### config.mk
export PLATFORM = sky130hd
export DESIGN_NAME = alu_arbiter_flat
export DESIGN_NICKNAME = d
export VERILOG_FILES = /design/src/rtl/calc_pkg.sv /design/src/rtl/alu_arbiter_if.sv /design/src/rtl/rr_arbiter2.sv /design/src/rtl/alu_arbiter.sv /design/src/flat_wrapper.sv
export SDC_FILE = /design/constraint.sdc
export NUM_CORES = 1
export LEC_CHECK = 0
export ABC_CLOCK_PERIOD_IN_PS = 3200
export CAP_MARGIN = 15
export CORE_MARGIN = 5
export CORE_UTILIZATION = 40
export CTS_CLUSTER_SIZE = 14
export DETAILED_ROUTE_END_ITERATION = 6
export PLACE_DENSITY = 0.83
export SKIP_LAST_GASP = 1
export SYNTH_ARGS = -nofsm -noshare
export SYNTH_HDL_FRONTEND = slang
export SYNTH_SLANG_ARGS = --single-unit
### constraint.sdc
create_clock -name clk -period 3.2 [get_ports clk]
set_input_delay 0.64 -clock clk [delete_from_list [all_inputs] [get_ports clk]]
set_output_delay 0.64 -clock clk [all_outputs]
set_load 0.01 [all_outputs]
### src/rtl/calc_pkg.sv
// Shared definitions for the calculator ALU path: opcodes, arbiter states, default width.
package calc_pkg;

  localparam int unsigned DATA_WIDTH_DEFAULT = 16;

  localparam logic [1:0] OP_ADD = 2'd0;
  localparam logic [1:0] OP_SUB = 2'd1;
  localparam logic [1:0] OP_MUL = 2'd2;
  localparam logic [1:0] OP_DIV = 2'd3;

  typedef enum logic [1:0] {
    StIdle,
    StIssue,
    StWait,
    StReturn
  } arb_state_e;

endpackage

### src/rtl/alu_arbiter_if.sv
// Requester and ALU handshake bundle of the ALU arbiter; names are from the arbiter's viewpoint.
interface alu_arbiter_if #(
  parameter int unsigned DATA_WIDTH = calc_pkg::DATA_WIDTH_DEFAULT
) ();

  logic [DATA_WIDTH-1:0] i_r0_a, i_r0_b, o_r0_result;
  logic [1:0]            i_r0_op;
  logic                  i_r0_signed, i_r0_valid, o_r0_ready;
  logic                  o_r0_error, o_r0_result_valid, i_r0_result_ready;

  logic [DATA_WIDTH-1:0] i_r1_a, i_r1_b, o_r1_result;
  logic [1:0]            i_r1_op;
  logic                  i_r1_signed, i_r1_valid, o_r1_ready;
  logic                  o_r1_error, o_r1_result_valid, i_r1_result_ready;

  logic [DATA_WIDTH-1:0] o_alu_input_a, o_alu_input_b, i_alu_result;
  logic [1:0]            o_alu_input_op;
  logic                  o_alu_input_signed, o_alu_input_valid, i_alu_input_ready;
  logic                  i_alu_error, i_alu_result_valid, o_alu_result_ready;

  // Arbiter side.
  modport slave (
    input  i_r0_a, i_r0_b, i_r0_op, i_r0_signed, i_r0_valid, i_r0_result_ready,
    input  i_r1_a, i_r1_b, i_r1_op, i_r1_signed, i_r1_valid, i_r1_result_ready,
    input  i_alu_input_ready, i_alu_result, i_alu_error, i_alu_result_valid,
    output o_r0_ready, o_r0_result, o_r0_error, o_r0_result_valid,
    output o_r1_ready, o_r1_result, o_r1_error, o_r1_result_valid,
    output o_alu_input_a, o_alu_input_b, o_alu_input_op, o_alu_input_signed,
    output o_alu_input_valid, o_alu_result_ready
  );

  // Requesters plus ALU side.
  modport master (
    output i_r0_a, i_r0_b, i_r0_op, i_r0_signed, i_r0_valid, i_r0_result_ready,
    output i_r1_a, i_r1_b, i_r1_op, i_r1_signed, i_r1_valid, i_r1_result_ready,
    output i_alu_input_ready, i_alu_result, i_alu_error, i_alu_result_valid,
    input  o_r0_ready, o_r0_result, o_r0_error, o_r0_result_valid,
    input  o_r1_ready, o_r1_result, o_r1_error, o_r1_result_valid,
    input  o_alu_input_a, o_alu_input_b, o_alu_input_op, o_alu_input_signed,
    input  o_alu_input_valid, o_alu_result_ready
  );

endinterface

### src/rtl/rr_arbiter2.sv
// Combinational two-way round-robin grant; on contention the client not granted last wins.
module rr_arbiter2 (
  input  logic valid0_i,
  input  logic valid1_i,
  input  logic last_grant_i,
  output logic grant_o,
  output logic any_o
);

  always_comb begin
    any_o = valid0_i | valid1_i;
    if (valid0_i && valid1_i) begin
      grant_o = ~last_grant_i;
    end else begin
      grant_o = valid1_i;
    end
  end

endmodule

### src/rtl/alu_arbiter.sv
// Shares one multi-cycle ALU between two requesters with round-robin fairness and a watchdog.
module alu_arbiter
  import calc_pkg::*;
#(
  parameter int unsigned DATA_WIDTH     = DATA_WIDTH_DEFAULT,
  parameter int unsigned TIMEOUT_CYCLES = 64
) (
  input  logic         clk,
  input  logic         rst,
  alu_arbiter_if.slave bus,
  output logic         o_busy,
  output logic         o_owner,
  output logic         o_timeout
);

  localparam int unsigned TimerWidth = (TIMEOUT_CYCLES == 0) ? 1 : $clog2(TIMEOUT_CYCLES + 1);
  localparam logic [TimerWidth-1:0] TimerLast =
      TimerWidth'((TIMEOUT_CYCLES == 0) ? 0 : TIMEOUT_CYCLES - 1);
  localparam bit WatchdogEn = (TIMEOUT_CYCLES != 0);

  arb_state_e state_q, state_d;

  logic [DATA_WIDTH-1:0] a_q, a_d, b_q, b_d, result_q, result_d;
  logic [1:0]            op_q, op_d;
  logic                  signed_q, signed_d, error_q, error_d;
  logic                  owner_q, owner_d, last_grant_q, last_grant_d, drain_q, drain_d;
  logic [TimerWidth-1:0] timer_q, timer_d;

  logic grant, req_any, issue_hs, expire, owner_res_ready;

  rr_arbiter2 u_rr (
    .valid0_i    (bus.i_r0_valid),
    .valid1_i    (bus.i_r1_valid),
    .last_grant_i(last_grant_q),
    .grant_o     (grant),
    .any_o       (req_any)
  );

  assign issue_hs = (state_q == StIssue) && !drain_q && bus.i_alu_input_ready;
  // A result on the expiry cycle wins over the watchdog.
  assign expire   = WatchdogEn && (state_q == StWait) && !bus.i_alu_result_valid &&
                    (timer_q == TimerLast);
  assign owner_res_ready = owner_q ? bus.i_r1_result_ready : bus.i_r0_result_ready;

  always_ff @(posedge clk) begin
    if (rst) begin
      state_q      <= StIdle;
      a_q          <= '0;
      b_q          <= '0;
      op_q         <= '0;
      signed_q     <= 1'b0;
      result_q     <= '0;
      error_q      <= 1'b0;
      owner_q      <= 1'b0;
      last_grant_q <= 1'b1;
      drain_q      <= 1'b0;
      timer_q      <= '0;
    end else begin
      state_q      <= state_d;
      a_q          <= a_d;
      b_q          <= b_d;
      op_q         <= op_d;
      signed_q     <= signed_d;
      result_q     <= result_d;
      error_q      <= error_d;
      owner_q      <= owner_d;
      last_grant_q <= last_grant_d;
      drain_q      <= drain_d;
      timer_q      <= timer_d;
    end
  end

  always_comb begin
    state_d = state_q;
    case (state_q)
      StIdle:   if (req_any) state_d = StIssue;
      StIssue:  if (issue_hs) state_d = StWait;
      StWait:   if (bus.i_alu_result_valid || expire) state_d = StReturn;
      StReturn: if (owner_res_ready) state_d = StIdle;
      default:  state_d = StIdle;
    endcase
  end

  always_comb begin
    a_d          = a_q;
    b_d          = b_q;
    op_d         = op_q;
    signed_d     = signed_q;
    result_d     = result_q;
    error_d      = error_q;
    owner_d      = owner_q;
    last_grant_d = last_grant_q;
    drain_d      = drain_q;
    timer_d      = timer_q;

    if ((state_q == StIdle) && req_any) begin
      a_d      = grant ? bus.i_r1_a : bus.i_r0_a;
      b_d      = grant ? bus.i_r1_b : bus.i_r0_b;
      op_d     = grant ? bus.i_r1_op : bus.i_r0_op;
      signed_d = grant ? bus.i_r1_signed : bus.i_r0_signed;
      owner_d  = grant;
    end

    if (issue_hs) timer_d = '0;

    if (state_q == StWait) begin
      if (bus.i_alu_result_valid) begin
        result_d = bus.i_alu_result;
        error_d  = bus.i_alu_error;
      end else if (expire) begin
        // The abandoned op may still answer later; drain swallows that stale result.
        result_d = '0;
        error_d  = 1'b1;
        drain_d  = 1'b1;
      end else begin
        timer_d = timer_q + 1'b1;
      end
    end else if (drain_q && bus.i_alu_result_valid) begin
      drain_d = 1'b0;
    end

    if ((state_q == StReturn) && owner_res_ready) last_grant_d = owner_q;
  end

  always_comb begin
    bus.o_r0_ready         = (state_q == StIdle) && !grant && bus.i_r0_valid;
    bus.o_r1_ready         = (state_q == StIdle) && grant && bus.i_r1_valid;
    bus.o_r0_result        = result_q;
    bus.o_r1_result        = result_q;
    bus.o_r0_error         = error_q;
    bus.o_r1_error         = error_q;
    bus.o_r0_result_valid  = (state_q == StReturn) && !owner_q;
    bus.o_r1_result_valid  = (state_q == StReturn) && owner_q;
    bus.o_alu_input_a      = a_q;
    bus.o_alu_input_b      = b_q;
    bus.o_alu_input_op     = op_q;
    bus.o_alu_input_signed = signed_q;
    bus.o_alu_input_valid  = (state_q == StIssue) && !drain_q;
    bus.o_alu_result_ready = (state_q == StWait) || drain_q;
    o_busy                 = (state_q != StIdle);
    o_owner                = owner_q;
    o_timeout              = expire;
  end

endmodule

### src/flat_wrapper.sv
// flat-port wrapper written by rule: the top's interface ports become plain ports
module alu_arbiter_flat import calc_pkg::*;
#(
  parameter int unsigned DATA_WIDTH     = DATA_WIDTH_DEFAULT,
  parameter int unsigned TIMEOUT_CYCLES = 64
)
  (clk, rst, o_busy, o_owner, o_timeout, bus_i_r0_a, bus_i_r0_b, bus_i_r0_op, bus_i_r0_signed, bus_i_r0_valid, bus_i_r0_result_ready, bus_i_r1_a, bus_i_r1_b, bus_i_r1_op, bus_i_r1_signed, bus_i_r1_valid, bus_i_r1_result_ready, bus_i_alu_input_ready, bus_i_alu_result, bus_i_alu_error, bus_i_alu_result_valid, bus_o_r0_ready, bus_o_r0_result, bus_o_r0_error, bus_o_r0_result_valid, bus_o_r1_ready, bus_o_r1_result, bus_o_r1_error, bus_o_r1_result_valid, bus_o_alu_input_a, bus_o_alu_input_b, bus_o_alu_input_op, bus_o_alu_input_signed, bus_o_alu_input_valid, bus_o_alu_result_ready);
  alu_arbiter_if #(.DATA_WIDTH(DATA_WIDTH)) bus_i ();
  input  logic clk;
  input  logic rst;
  output logic o_busy;
  output logic o_owner;
  output logic o_timeout;
  input wire logic [$bits(bus_i.i_r0_a)-1:0] bus_i_r0_a;
  input wire logic [$bits(bus_i.i_r0_b)-1:0] bus_i_r0_b;
  input wire logic [$bits(bus_i.i_r0_op)-1:0] bus_i_r0_op;
  input wire logic [$bits(bus_i.i_r0_signed)-1:0] bus_i_r0_signed;
  input wire logic [$bits(bus_i.i_r0_valid)-1:0] bus_i_r0_valid;
  input wire logic [$bits(bus_i.i_r0_result_ready)-1:0] bus_i_r0_result_ready;
  input wire logic [$bits(bus_i.i_r1_a)-1:0] bus_i_r1_a;
  input wire logic [$bits(bus_i.i_r1_b)-1:0] bus_i_r1_b;
  input wire logic [$bits(bus_i.i_r1_op)-1:0] bus_i_r1_op;
  input wire logic [$bits(bus_i.i_r1_signed)-1:0] bus_i_r1_signed;
  input wire logic [$bits(bus_i.i_r1_valid)-1:0] bus_i_r1_valid;
  input wire logic [$bits(bus_i.i_r1_result_ready)-1:0] bus_i_r1_result_ready;
  input wire logic [$bits(bus_i.i_alu_input_ready)-1:0] bus_i_alu_input_ready;
  input wire logic [$bits(bus_i.i_alu_result)-1:0] bus_i_alu_result;
  input wire logic [$bits(bus_i.i_alu_error)-1:0] bus_i_alu_error;
  input wire logic [$bits(bus_i.i_alu_result_valid)-1:0] bus_i_alu_result_valid;
  output wire logic [$bits(bus_i.o_r0_ready)-1:0] bus_o_r0_ready;
  output wire logic [$bits(bus_i.o_r0_result)-1:0] bus_o_r0_result;
  output wire logic [$bits(bus_i.o_r0_error)-1:0] bus_o_r0_error;
  output wire logic [$bits(bus_i.o_r0_result_valid)-1:0] bus_o_r0_result_valid;
  output wire logic [$bits(bus_i.o_r1_ready)-1:0] bus_o_r1_ready;
  output wire logic [$bits(bus_i.o_r1_result)-1:0] bus_o_r1_result;
  output wire logic [$bits(bus_i.o_r1_error)-1:0] bus_o_r1_error;
  output wire logic [$bits(bus_i.o_r1_result_valid)-1:0] bus_o_r1_result_valid;
  output wire logic [$bits(bus_i.o_alu_input_a)-1:0] bus_o_alu_input_a;
  output wire logic [$bits(bus_i.o_alu_input_b)-1:0] bus_o_alu_input_b;
  output wire logic [$bits(bus_i.o_alu_input_op)-1:0] bus_o_alu_input_op;
  output wire logic [$bits(bus_i.o_alu_input_signed)-1:0] bus_o_alu_input_signed;
  output wire logic [$bits(bus_i.o_alu_input_valid)-1:0] bus_o_alu_input_valid;
  output wire logic [$bits(bus_i.o_alu_result_ready)-1:0] bus_o_alu_result_ready;
  assign bus_i.i_r0_a = bus_i_r0_a;
  assign bus_i.i_r0_b = bus_i_r0_b;
  assign bus_i.i_r0_op = bus_i_r0_op;
  assign bus_i.i_r0_signed = bus_i_r0_signed;
  assign bus_i.i_r0_valid = bus_i_r0_valid;
  assign bus_i.i_r0_result_ready = bus_i_r0_result_ready;
  assign bus_i.i_r1_a = bus_i_r1_a;
  assign bus_i.i_r1_b = bus_i_r1_b;
  assign bus_i.i_r1_op = bus_i_r1_op;
  assign bus_i.i_r1_signed = bus_i_r1_signed;
  assign bus_i.i_r1_valid = bus_i_r1_valid;
  assign bus_i.i_r1_result_ready = bus_i_r1_result_ready;
  assign bus_i.i_alu_input_ready = bus_i_alu_input_ready;
  assign bus_i.i_alu_result = bus_i_alu_result;
  assign bus_i.i_alu_error = bus_i_alu_error;
  assign bus_i.i_alu_result_valid = bus_i_alu_result_valid;
  assign bus_o_r0_ready = bus_i.o_r0_ready;
  assign bus_o_r0_result = bus_i.o_r0_result;
  assign bus_o_r0_error = bus_i.o_r0_error;
  assign bus_o_r0_result_valid = bus_i.o_r0_result_valid;
  assign bus_o_r1_ready = bus_i.o_r1_ready;
  assign bus_o_r1_result = bus_i.o_r1_result;
  assign bus_o_r1_error = bus_i.o_r1_error;
  assign bus_o_r1_result_valid = bus_i.o_r1_result_valid;
  assign bus_o_alu_input_a = bus_i.o_alu_input_a;
  assign bus_o_alu_input_b = bus_i.o_alu_input_b;
  assign bus_o_alu_input_op = bus_i.o_alu_input_op;
  assign bus_o_alu_input_signed = bus_i.o_alu_input_signed;
  assign bus_o_alu_input_valid = bus_i.o_alu_input_valid;
  assign bus_o_alu_result_ready = bus_i.o_alu_result_ready;
  alu_arbiter #(.DATA_WIDTH(DATA_WIDTH), .TIMEOUT_CYCLES(TIMEOUT_CYCLES)) u_core (.clk(clk), .rst(rst), .bus(bus_i), .o_busy(o_busy), .o_owner(o_owner), .o_timeout(o_timeout));
endmodule
======== Word level (Yosys, flattened, before mapping) ========
Cells that the tools add are included.
Widths: inputs -> output; s select.
cells by class
  $add $sub $neg .......................... 1
  multiplexer cells ....................... 22
  reduce and logical (&&, ||, !) cells .... 27
  bitwise logic cells ..................... 2
  eq/ne operators ......................... 10
operators by type and width
  kind                 count
  $mux 16              4
  $mux 7               4
  $logic_and 1x1->1    14
  $mux 2               5
  $ne 2x1->1 const B   5
  $mux 1               8
  $pmux 2 s4           1
  $add 7x1->7 const B  1
  $eq 7x6->1 const B   1
  $reduce_bool 2->1    3
  $eq 2x2->1 const B   2
  $logic_not 1->1      4
  $reduce_and 4->1     1
  $reduce_and 3->1     1
  $eq 2x1->1 const B   1
  $logic_not 2->1      1
  $logic_or 1x1->1     2
  $ne 2x2->1 const B   1
  $reduce_and 2->1     1
  $not 1->1            1
  $or 1x1->1           1
word-level totals
  logic and storage cells ................. 73
  flip-flop bits (word level) ............. 64

======== Depth between registers and ports, before layout ========
Gate-level depths: netlist of the first run.
  word-level depth ........................ 7
  gate-level depth with buffers ........... 7
  depth with buffers taken out ............ 6

======== Hierarchy ========
A second synthesis of the first run with hierarchy kept.
second synthesis, totals
  cells, all modules ...................... 302
  area, all modules ....................... 2891.5 µm²
modules (own cells, without submodules)
  module       seq. area each (µm²)  cells an instance  times used  area each (µm²)
  alu_arbiter  1281.2                300                1           2877.8
  rr_arbiter2  0.0                   2                  1           13.8

======== Worst setup path before layout of the first run ========
OpenSTA, ideal clock, no wires.
  path kind ............................... input to output
  start point ............................. input bus_i_r1_valid
  end point ............................... output bus_o_r0_ready
  path buffers ............................ 2
  stages on the path ...................... 4
  path slack .............................. 1299 ps
  data arrival time ....................... 1261 ps
  path through ............................ a21boi_0 -> buf_4 -> buf_6 -> nor2_1
between the ends
  cells in the longest elaborated chain, start to end .. 5
RTL lines
  what                                RTL line            text
  start, declared                     flat_wrapper.sv:24  input wire logic [$bits(bus_i.i_r1_valid)-1:0] bus_i_r1_valid;
  $logic_and 1x1->1                   rr_arbiter2.sv:12   if (valid0_i && valid1_i) begin
  $mux 1 (*)                          rr_arbiter2.sv:12
  $logic_not 1->1 (*)                 alu_arbiter.sv:126  bus.o_r0_ready = (state_q == StIdle) && !grant && bus.i_r0_valid;
  $logic_and 1x1->1 (*) (2 in a row)  alu_arbiter.sv:126
  end, declared                       flat_wrapper.sv:30  output wire logic [$bits(bus_i.o_r0_ready)-1:0] bus_o_r0_ready;
Mark *: on every way between the ends. The rest lies on a longest branch, timed or not.

======== Final worst setup path of the first run ========
  start point ............................. input bus_i_alu_result_valid
  end point ............................... output o_timeout
between the ends
  cells in the longest elaborated chain, start to end .. 3
RTL lines
  what                            RTL line            text
  start, declared                 flat_wrapper.sv:29  input wire logic [$bits(bus_i.i_alu_result_valid)-1:0] bus_i_alu_result_valid;
  $logic_not 1->1                 alu_arbiter.sv:41   assign expire = WatchdogEn && (state_q == StWait) && !bus.i_alu_result_valid &&
  $logic_and 1x1->1 (2 in a row)  alu_arbiter.sv:41
  end, declared                   flat_wrapper.sv:13  output logic o_timeout;
No other way between the ends.

==> impl_summary.log, run 1 <==
[metrics] hold bufs inserted after CTS: 0
[metrics] ys flop type: dfxtp_1
[metrics] part of the power in registers: 36.0%
[metrics] proportion of synthesized chip area in sequential cells: 42.7%
[metrics] Min-Delay Path Depth: 2
[metrics] CP Data Required Time: 2560 ps
[metrics] clock tree root buffer cell: clkbuf_8
[metrics] CTS resizes: 0
[metrics] clock transition at the registers of the reported paths: 60 ps
[metrics] final routed wirelength across all metal layers: 8.69 mm
[metrics] first-pass GRT wire length: 13.9 mm
[metrics] final sum of negative setup slack: 0 ps
[metrics] static leakage power: 0.00179 µW
[metrics] hold crit path type: reg -> reg
[metrics] Yosys Warn Count: 0
[metrics] combinational cell fraction of total power: 43.8%
[metrics] register bit total from synthesis: 64
[metrics] drt initial violations: 57
[metrics] maximum fanout along the worst path: 5
[metrics] area growth from synthesis to final layout: 61.0%
[metrics] standard-cell row count: 31
[metrics] count of vias placed by the detailed router: 2930
[metrics] Avg Cell Area, Syn: 8.93 µm²
[metrics] IR Drop Worst-Case VDD: 300 µV
[metrics] number of global-route vias before repair: 2938
[metrics] number of iterations in the first detailed-routing pass: 4
[metrics] x dimension of the die: 96.6 µm
[metrics] clock group share of total power: 20.2%
[metrics] setup repair after global routing missed its margin: false
[metrics] clock latency on the worst-skew pair: 330 ps
[metrics] most used cells in the layout excluding fill and tap cells: clkdlybuf4s50_1 (172), dfxtp_1 (64), nor2_1 (40)
[metrics] DR WL/cell: 14.8 µm
[metrics] number of different library cells in the post-synthesis netlist: 41
[metrics] total core area: 0.00729 mm²
[metrics] diodes inserted: 0
[metrics] GRT Resource Usage Total: 18.0%
[metrics] largest net degree at the start of global routing: 72
[metrics] setup slack on the worst flop-to-flop path: 1330 ps
[metrics] reported max-cap violation count: 0
[metrics] hold slack: 472 ps
[metrics] DRC errors left: 0
[metrics] leading cell type in the layout, fill and taps excluded: clkdlybuf4s50_1
[metrics] number of max-slew violations in the final report: 0
[metrics] outcome: finished clean
[metrics] RR Endpoint: u_core.bus.o_r0_result[9]
[metrics] count of flip-flops with a built-in enable after synthesis: 0
[metrics] clock period minus final worst setup slack: 2770 ps
[metrics] total nets after synthesis: 437
[metrics] critical path class: in -> out
[metrics] slew at the pin closest to its max-slew limit: 611 ps
[metrics] sort of element at the start of the critical path: input port
[metrics] switching power total: 1030 µW
[metrics] fraction of the core area covered by cells at the end of the flow: 66.3%
[metrics] post-synth design cell area: 0.00300 mm²
[metrics] post-layout power: 3020 µW
[metrics] via density per instance: 5.00
[metrics] H-tree depth: 3
[metrics] reg2reg path depth: 5
[metrics] cts bufs inserted: 9
[metrics] area of the die: 0.00934 mm²
[metrics] fill cell count: 603
[metrics] number of endpoints failing setup at the final stage: 0
[metrics] clock sink count: 64
[metrics] startpoint of the lowest-slack hold path: u_core.bus.o_r0_result[11]
[metrics] sink of the worst hold path: u_core.bus.o_r0_result[11]
[metrics] Routed Antenna Nets: 0
[metrics] CP arrival: 2130 ps
[metrics] maximum achievable frequency: 0.361 GHz
[metrics] final cycle utilization of the critical path: 86.6%
[metrics] Crit. End Element: primary output
[metrics] number of ports placed on the die boundary: 173
[metrics] Final Hold Viols: 0
[metrics] initial core utilization: 41.2%
[metrics] CTS tree: done
[metrics] number of nets at the end of the flow: 584
[metrics] worst rel slew slack: 59.0%
[metrics] gate count of the mapped netlist: 336
[metrics] beginning of the critical path: bus_i_alu_result_valid
[metrics] final estimated routing congestion in global placement: 0.777
[metrics] remaining global-route overflow: 0
[metrics] detailed placement HPWL: 6.92 mm
[metrics] Vert. Die Dim: 96.6 µm
[metrics] power per standard cell area: 624 mW/mm²
[metrics] antenna violations before repair: 0
[metrics] Post-Route Skew: 4.82 ps
[metrics] internal power: 1990 µW
[metrics] async set-or-reset flop fraction in the synthesized netlist: 0%
[metrics] buffers from clock root to sink, at most: 2
[metrics] share of final-layout standard cells stronger than drive strength 1: 5.34%
[metrics] number of port buffers: 172
[metrics] number of setup buffers added after CTS: 0
[metrics] Sw Ratio: 34.0%
[metrics] worst reg2reg startpoint: u_core.timer_q[0]
metal layers:
metal | vias up | share of wire (%) | global-route usage [%]
met2 | 159 | 46 | 29.0
li1 | 1463 | - | -
met5 | - | 0 | 0
met4 | 0 | 2.7 | 8.32
met3 | 19 | 12 | 9.06
met1 | 1289 | 40 | 19.6
cell type report:
| cell class | instances | area, µm² | share of cell area (%) |
|---|---|---|---|
| Multi-Input combinational cell | 226 | 1470 | 30.4 |
| Tap cell | 99 | 124 | 2.56 |
| Clock buffer | 12 | 155 | 3.21 |
| Timing Repair Buffer | 176 | 1760 | 36.5 |
| Clock inverter | 3 | 17.5 | 0.362 |
| Sequential cell | 64 | 1280 | 26.5 |
| Inverter | 6 | 22.5 | 0.466 |
per-stage QoR:
stage	instance area, µm²	std cells	setup WS [ps]
floorplan	3000	336	1300
global placement	4660	571	477
detailed placement	4660	571	449
CTS	4830	586	414
global route	4830	586	288
finish	4830	586	430
state kept, by name, summed over array words and instances (netlist names), 2 cells and up:
| signal | flops |
|---|---|
| u_core.bus.o_alu_input_a | 16 |
| u_core.bus.o_alu_input_b | 16 |
| u_core.bus.o_alu_input_op | 2 |
| u_core.bus.o_r0_result | 16 |
| u_core.state_q | 2 |
| u_core.timer_q | 7 |
worst max-delay path by stage:
stage               cells after the start              to
global placement                        5       o_timeout
floorplan                               4  bus_o_r0_ready
CTS                                     6       o_timeout
global route                            6       o_timeout
finish                                  5       o_timeout
detailed placement                      5       o_timeout
critical path, cell delays in order:
cell and delay (ps):
clkdlybuf4s50_1 460, nor2b_1 250, nand3_1 150, inv_1 90, clkdlybuf4s50_1 530
power groups by stage:
stage	registers, µW	clock network, µW	logic [µW]
6_report	1090	609	1320
5_1_grt	1110	660	1440
4_1_cts	1090	624	1340
3_5_place_dp	1110	0	1340
3_3_place_gp	1090	0	1310
2_1_floorplan	1170	0	620
logic make-up (layout without fill, tap and decap cells):
kind of cell	Yosys count	after routing	synth area share, %
buf+inv	46	197	9.00
compound gates	74	74	16.7
simple gates	108	108	16.4
mux	38	38	12.7
flops	64	64	42.7
fa+ha+maj	6	6	2.50
synthesized netlist by cell type, types with 2 or more instances:
cell | instances | area (µm²)
nor2_1 | 41 | 154
buf_4 | 18 | 135
and2_1 | 3 | 18.8
a21oi_1 | 6 | 30.0
and3_1 | 2 | 12.5
mux2i_1 | 37 | 370
o211ai_1 | 2 | 15.0
nand3_1 | 22 | 110
o21ai_1 | 2 | 10.0
a211oi_1 | 35 | 263
clkbuf_1 | 13 | 48.8
ha_1 | 6 | 75.1
nor2b_1 | 4 | 25.0
dfxtp_1 | 64 | 1280
inv_1 | 5 | 18.8
buf_2 | 5 | 25.0
nand2b_1 | 2 | 12.5
o21ai_0 | 19 | 95.1
nand2_1 | 25 | 93.8
nand4_1 | 2 | 12.5
buf_6 | 3 | 33.8
No activity file was read; power rests on OpenSTA's default activity.
==> run 2, diff against run 1 <==
PLACE_DENSITY = 0.89   (was 0.83)
==> run 2 against run 1 <==
Against the previous run: hold slack is essentially flat; via count grew 1.6%; clock skew grew 5.6 ps; largest power group unchanged; highest routed layer unchanged; maximum frequency shrank 1.5%; largest cell class unchanged.
==> impl_summary.log, run 2 (synthesis gave the netlist of run 1 again) <==
[metrics] switching power total: 1040 µW (+1.1%)
[metrics] CTS resizes: 0 (unchanged)
[metrics] final cycle utilization of the critical path: 87.9% (+1.4 points)
[metrics] reg2reg path depth: 7 (+2)
[metrics] DR WL/cell: 15.2 µm (+2.8%)
[metrics] Max stage delay cell, worst path: clkdlybuf4s50_1
[metrics] internal power: 2180 µW (+9.5%)
[metrics] critical path class: reg -> out
[metrics] buffers from clock root to sink, at most: 2 (unchanged)
[metrics] slew at the pin closest to its max-slew limit: 618 ps (+7.15 ps)
[metrics] number of nets at the end of the flow: 584 (unchanged)
[metrics] power per standard cell area: 658 mW/mm² (+5.3%)
[metrics] share of final-layout standard cells stronger than drive strength 1: 5.33% (-0.011 points)
[metrics] drt initial violations: 77 (+35%)
[metrics] outcome: finished clean
[metrics] reported max-cap violation count: 0 (unchanged)
[metrics] number of ports placed on the die boundary: 173 (unchanged)
[metrics] RR Endpoint: u_core.bus.o_alu_input_a[1]
[metrics] hold bufs inserted after CTS: 0 (unchanged)
[metrics] GRT Resource Usage Total: 18.7% (+0.77 points)
[metrics] IR Drop Worst-Case VDD: 367 µV (+23%)
[metrics] number of endpoints failing setup at the final stage: 0 (unchanged)
[metrics] maximum achievable frequency: 0.355 GHz (-1.5%)
[metrics] x dimension of the die: 96.6 µm (unchanged)
[metrics] worst reg2reg startpoint: u_core.state_q[0]
[metrics] CP Data Required Time: 2560 ps (about the same)
[metrics] cell breakdown of the critical path: inv_1 -> ha_1 -> nor2b_1 -> nand3_1 -> inv_1 -> clkdlybuf4s50_1
[metrics] number of iterations in the first detailed-routing pass: 4 (unchanged)
[metrics] area of the die: 0.00934 mm² (unchanged)
[metrics] setup slack on the worst flop-to-flop path: 1170 ps (-160 ps)
[metrics] clock latency on the worst-skew pair: 330 ps (about the same)
[metrics] Crit path max-delay family: buffers and inverters
[metrics] Routed Antenna Nets: 0 (unchanged)
[metrics] worst rel slew slack: 58.5% (-0.48 points)
[metrics] first-pass GRT wire length: 14.5 mm (+4.6%)
[metrics] clock tree root buffer cell: clkbuf_8
[metrics] number of buffer and inverter stages on the critical path: 3 (unchanged)
[metrics] Vert. Die Dim: 96.6 µm (unchanged)
[metrics] number of global-route vias before repair: 3008 (+2.4%)
[metrics] pre-CTS setup slack: 439 ps (-10.5 ps)
[metrics] Sw Ratio: 32.2% (-1.8 points)
[metrics] CP arrival: 2170 ps (+40 ps)
[metrics] sink of the worst hold path: u_core.bus.o_r0_result[3]
[metrics] startpoint of the lowest-slack hold path: u_core.bus.o_r0_result[3]
[metrics] final estimated routing congestion in global placement: 0.788 (+1.4%)
[metrics] number of max-slew violations in the final report: 0 (unchanged)
[metrics] final sum of negative setup slack: 0 ps (unchanged)
[metrics] Post-Route Skew: 10.4 ps (+5.56 ps)
[metrics] CTS tree: done
[metrics] Crit. End Element: primary output
[metrics] area of all sequential standard cells: 0.00128 mm² (unchanged)
[metrics] fill cell count: 596 (-1.2%)
[metrics] antenna violations before repair: 0 (unchanged)
[metrics] final routed wirelength across all metal layers: 8.95 mm (+3.0%)
[metrics] clock sink count: 64 (unchanged)
[metrics] worst-case setup margin in the final layout: 386 ps (-43.3 ps)
[metrics] maximum cell stage delay along the critical path: 530 ps (about the same)
[metrics] clock period minus final worst setup slack: 2810 ps (+43.3 ps)
[metrics] count of vias placed by the detailed router: 2978 (+1.6%)
[metrics] total core area: 0.00729 mm² (unchanged)
[metrics] leading cell type in the layout, fill and taps excluded: clkdlybuf4s50_1
[metrics] static leakage power: 0.00182 µW (+1.6%)
[metrics] H-tree depth: 3 (unchanged)
[metrics] clock group share of total power: 24.7% (+4.5 points)
[metrics] setup repair after global routing missed its margin: false
[metrics] remaining global-route overflow: 0 (unchanged)
[metrics] part of the power in registers: 33.8% (-2.2 points)
[metrics] cell type with the highest occurrence count on the critical path: inv_1
[metrics] detailed placement HPWL: 7.12 mm (+2.9%)
[metrics] maximum fanout along the worst path: 8 (+3)
[metrics] most used cells in the layout excluding fill and tap cells: clkdlybuf4s50_1 (172), dfxtp_1 (64), nor2_1 (40)
[metrics] DRC errors left: 0 (unchanged)
[metrics] diodes inserted: 0 (unchanged)
[metrics] cts bufs inserted: 9 (unchanged)
[metrics] area growth from synthesis to final layout: 63.0%
[metrics] via density per instance: 5.07 (+1.5%)
[metrics] number of port buffers: 172 (unchanged)
[metrics] standard-cell row count: 31 (unchanged)
[metrics] Min-Delay Path Depth: 2 (unchanged)
[metrics] clock transition at the registers of the reported paths: 70 ps (about the same)
[metrics] combinational cell fraction of total power: 41.5% (-2.3 points)
[metrics] largest net degree at the start of global routing: 50 (-31%)
[metrics] sort of element at the start of the critical path: flip-flop
[metrics] combined area of the multi-input logic cells: 0.00147 mm² (unchanged)
[metrics] initial core utilization: 41.2% (unchanged)
[metrics] hold crit path type: reg -> reg
[metrics] Final Hold Viols: 0 (unchanged)
[metrics] number of setup buffers added after CTS: 0 (unchanged)
[run 2: cell count changes in the layout (fill, tap and decap cells not counted)]
| cell | delta |
|---|---|
| bufinv_16 | +2 |
| clkinv_2 | -2 |
| clkbuf_1 | +1 |
| clkbuf_8 | +1 |
| clkinvlp_4 | -1 |
[run 2: power groups by stage]
stage	combinational [µW]	sequential, µW	clock [µW]
after CTS	1350	1090	815
final	1340	1090	794
after detailed placement	1340	1110	0
after floorplan	620	1170	0
after global routing	1450	1110	849
after global placement	1310	1090	0
[run 2: worst min-delay path, stage by stage, from the launching register on]
cell and delay, ps:
dfxtp_1 320, nand2_1 50, o21ai_0 60
[run 2: area by class of cell]
class / count / share of cell area [%]
timing repair buffer: 176 / 36.1
clock buffer: 14 / 3.53
sequential: 64 / 26.2
inverter: 6 / 0.460
multi-input combinational: 226 / 30.0
clock inverter: 2 / 1.23
tap: 99 / 2.53
[run 2: worst max-delay path by stage]
stage | start | end | slack, ps | cells after the start
final | u_core.state_q[0] | o_timeout | 390 | 6
after global routing | u_core.state_q[0] | o_timeout | 190 | 6
after CTS | u_core.state_q[0] | o_timeout | 370 | 6
after detailed placement | bus_i_alu_result_valid | o_timeout | 440 | 5
after global placement | bus_i_alu_result_valid | o_timeout | 480 | 5
after floorplan | bus_i_r1_valid | bus_o_r0_ready | 1300 | 4
[run 2: per-layer routing]
metal | global-route usage, % | wire, µm | up-vias | share of wire, %
li1 | - | - | 1472 | -
met5 | 0 | 0 | - | 0
met3 | 8.35 | 930 | 18 | 10
met4 | 7.13 | 198 | 0 | 2.2
met1 | 19.0 | 3370 | 1328 | 38
met2 | 33.6 | 4450 | 160 | 50
[run 2: per-stage QoR]
step / hold slack (ps) / power, µW / instances / utilization [%] / cell area [µm²]
CTS: 475 / 3260 / 587 / 67.1 / 4890
floorplan: 454 / 1790 / 336 / - / 3000
finish: 472 / 3220 / 587 / 67.1 / 4890
global placement: 456 / 2400 / 571 / 63.9 / 4660
global route: 503 / 3410 / 587 / 67.1 / 4890
detailed placement: 465 / 2450 / 571 / 63.9 / 4660
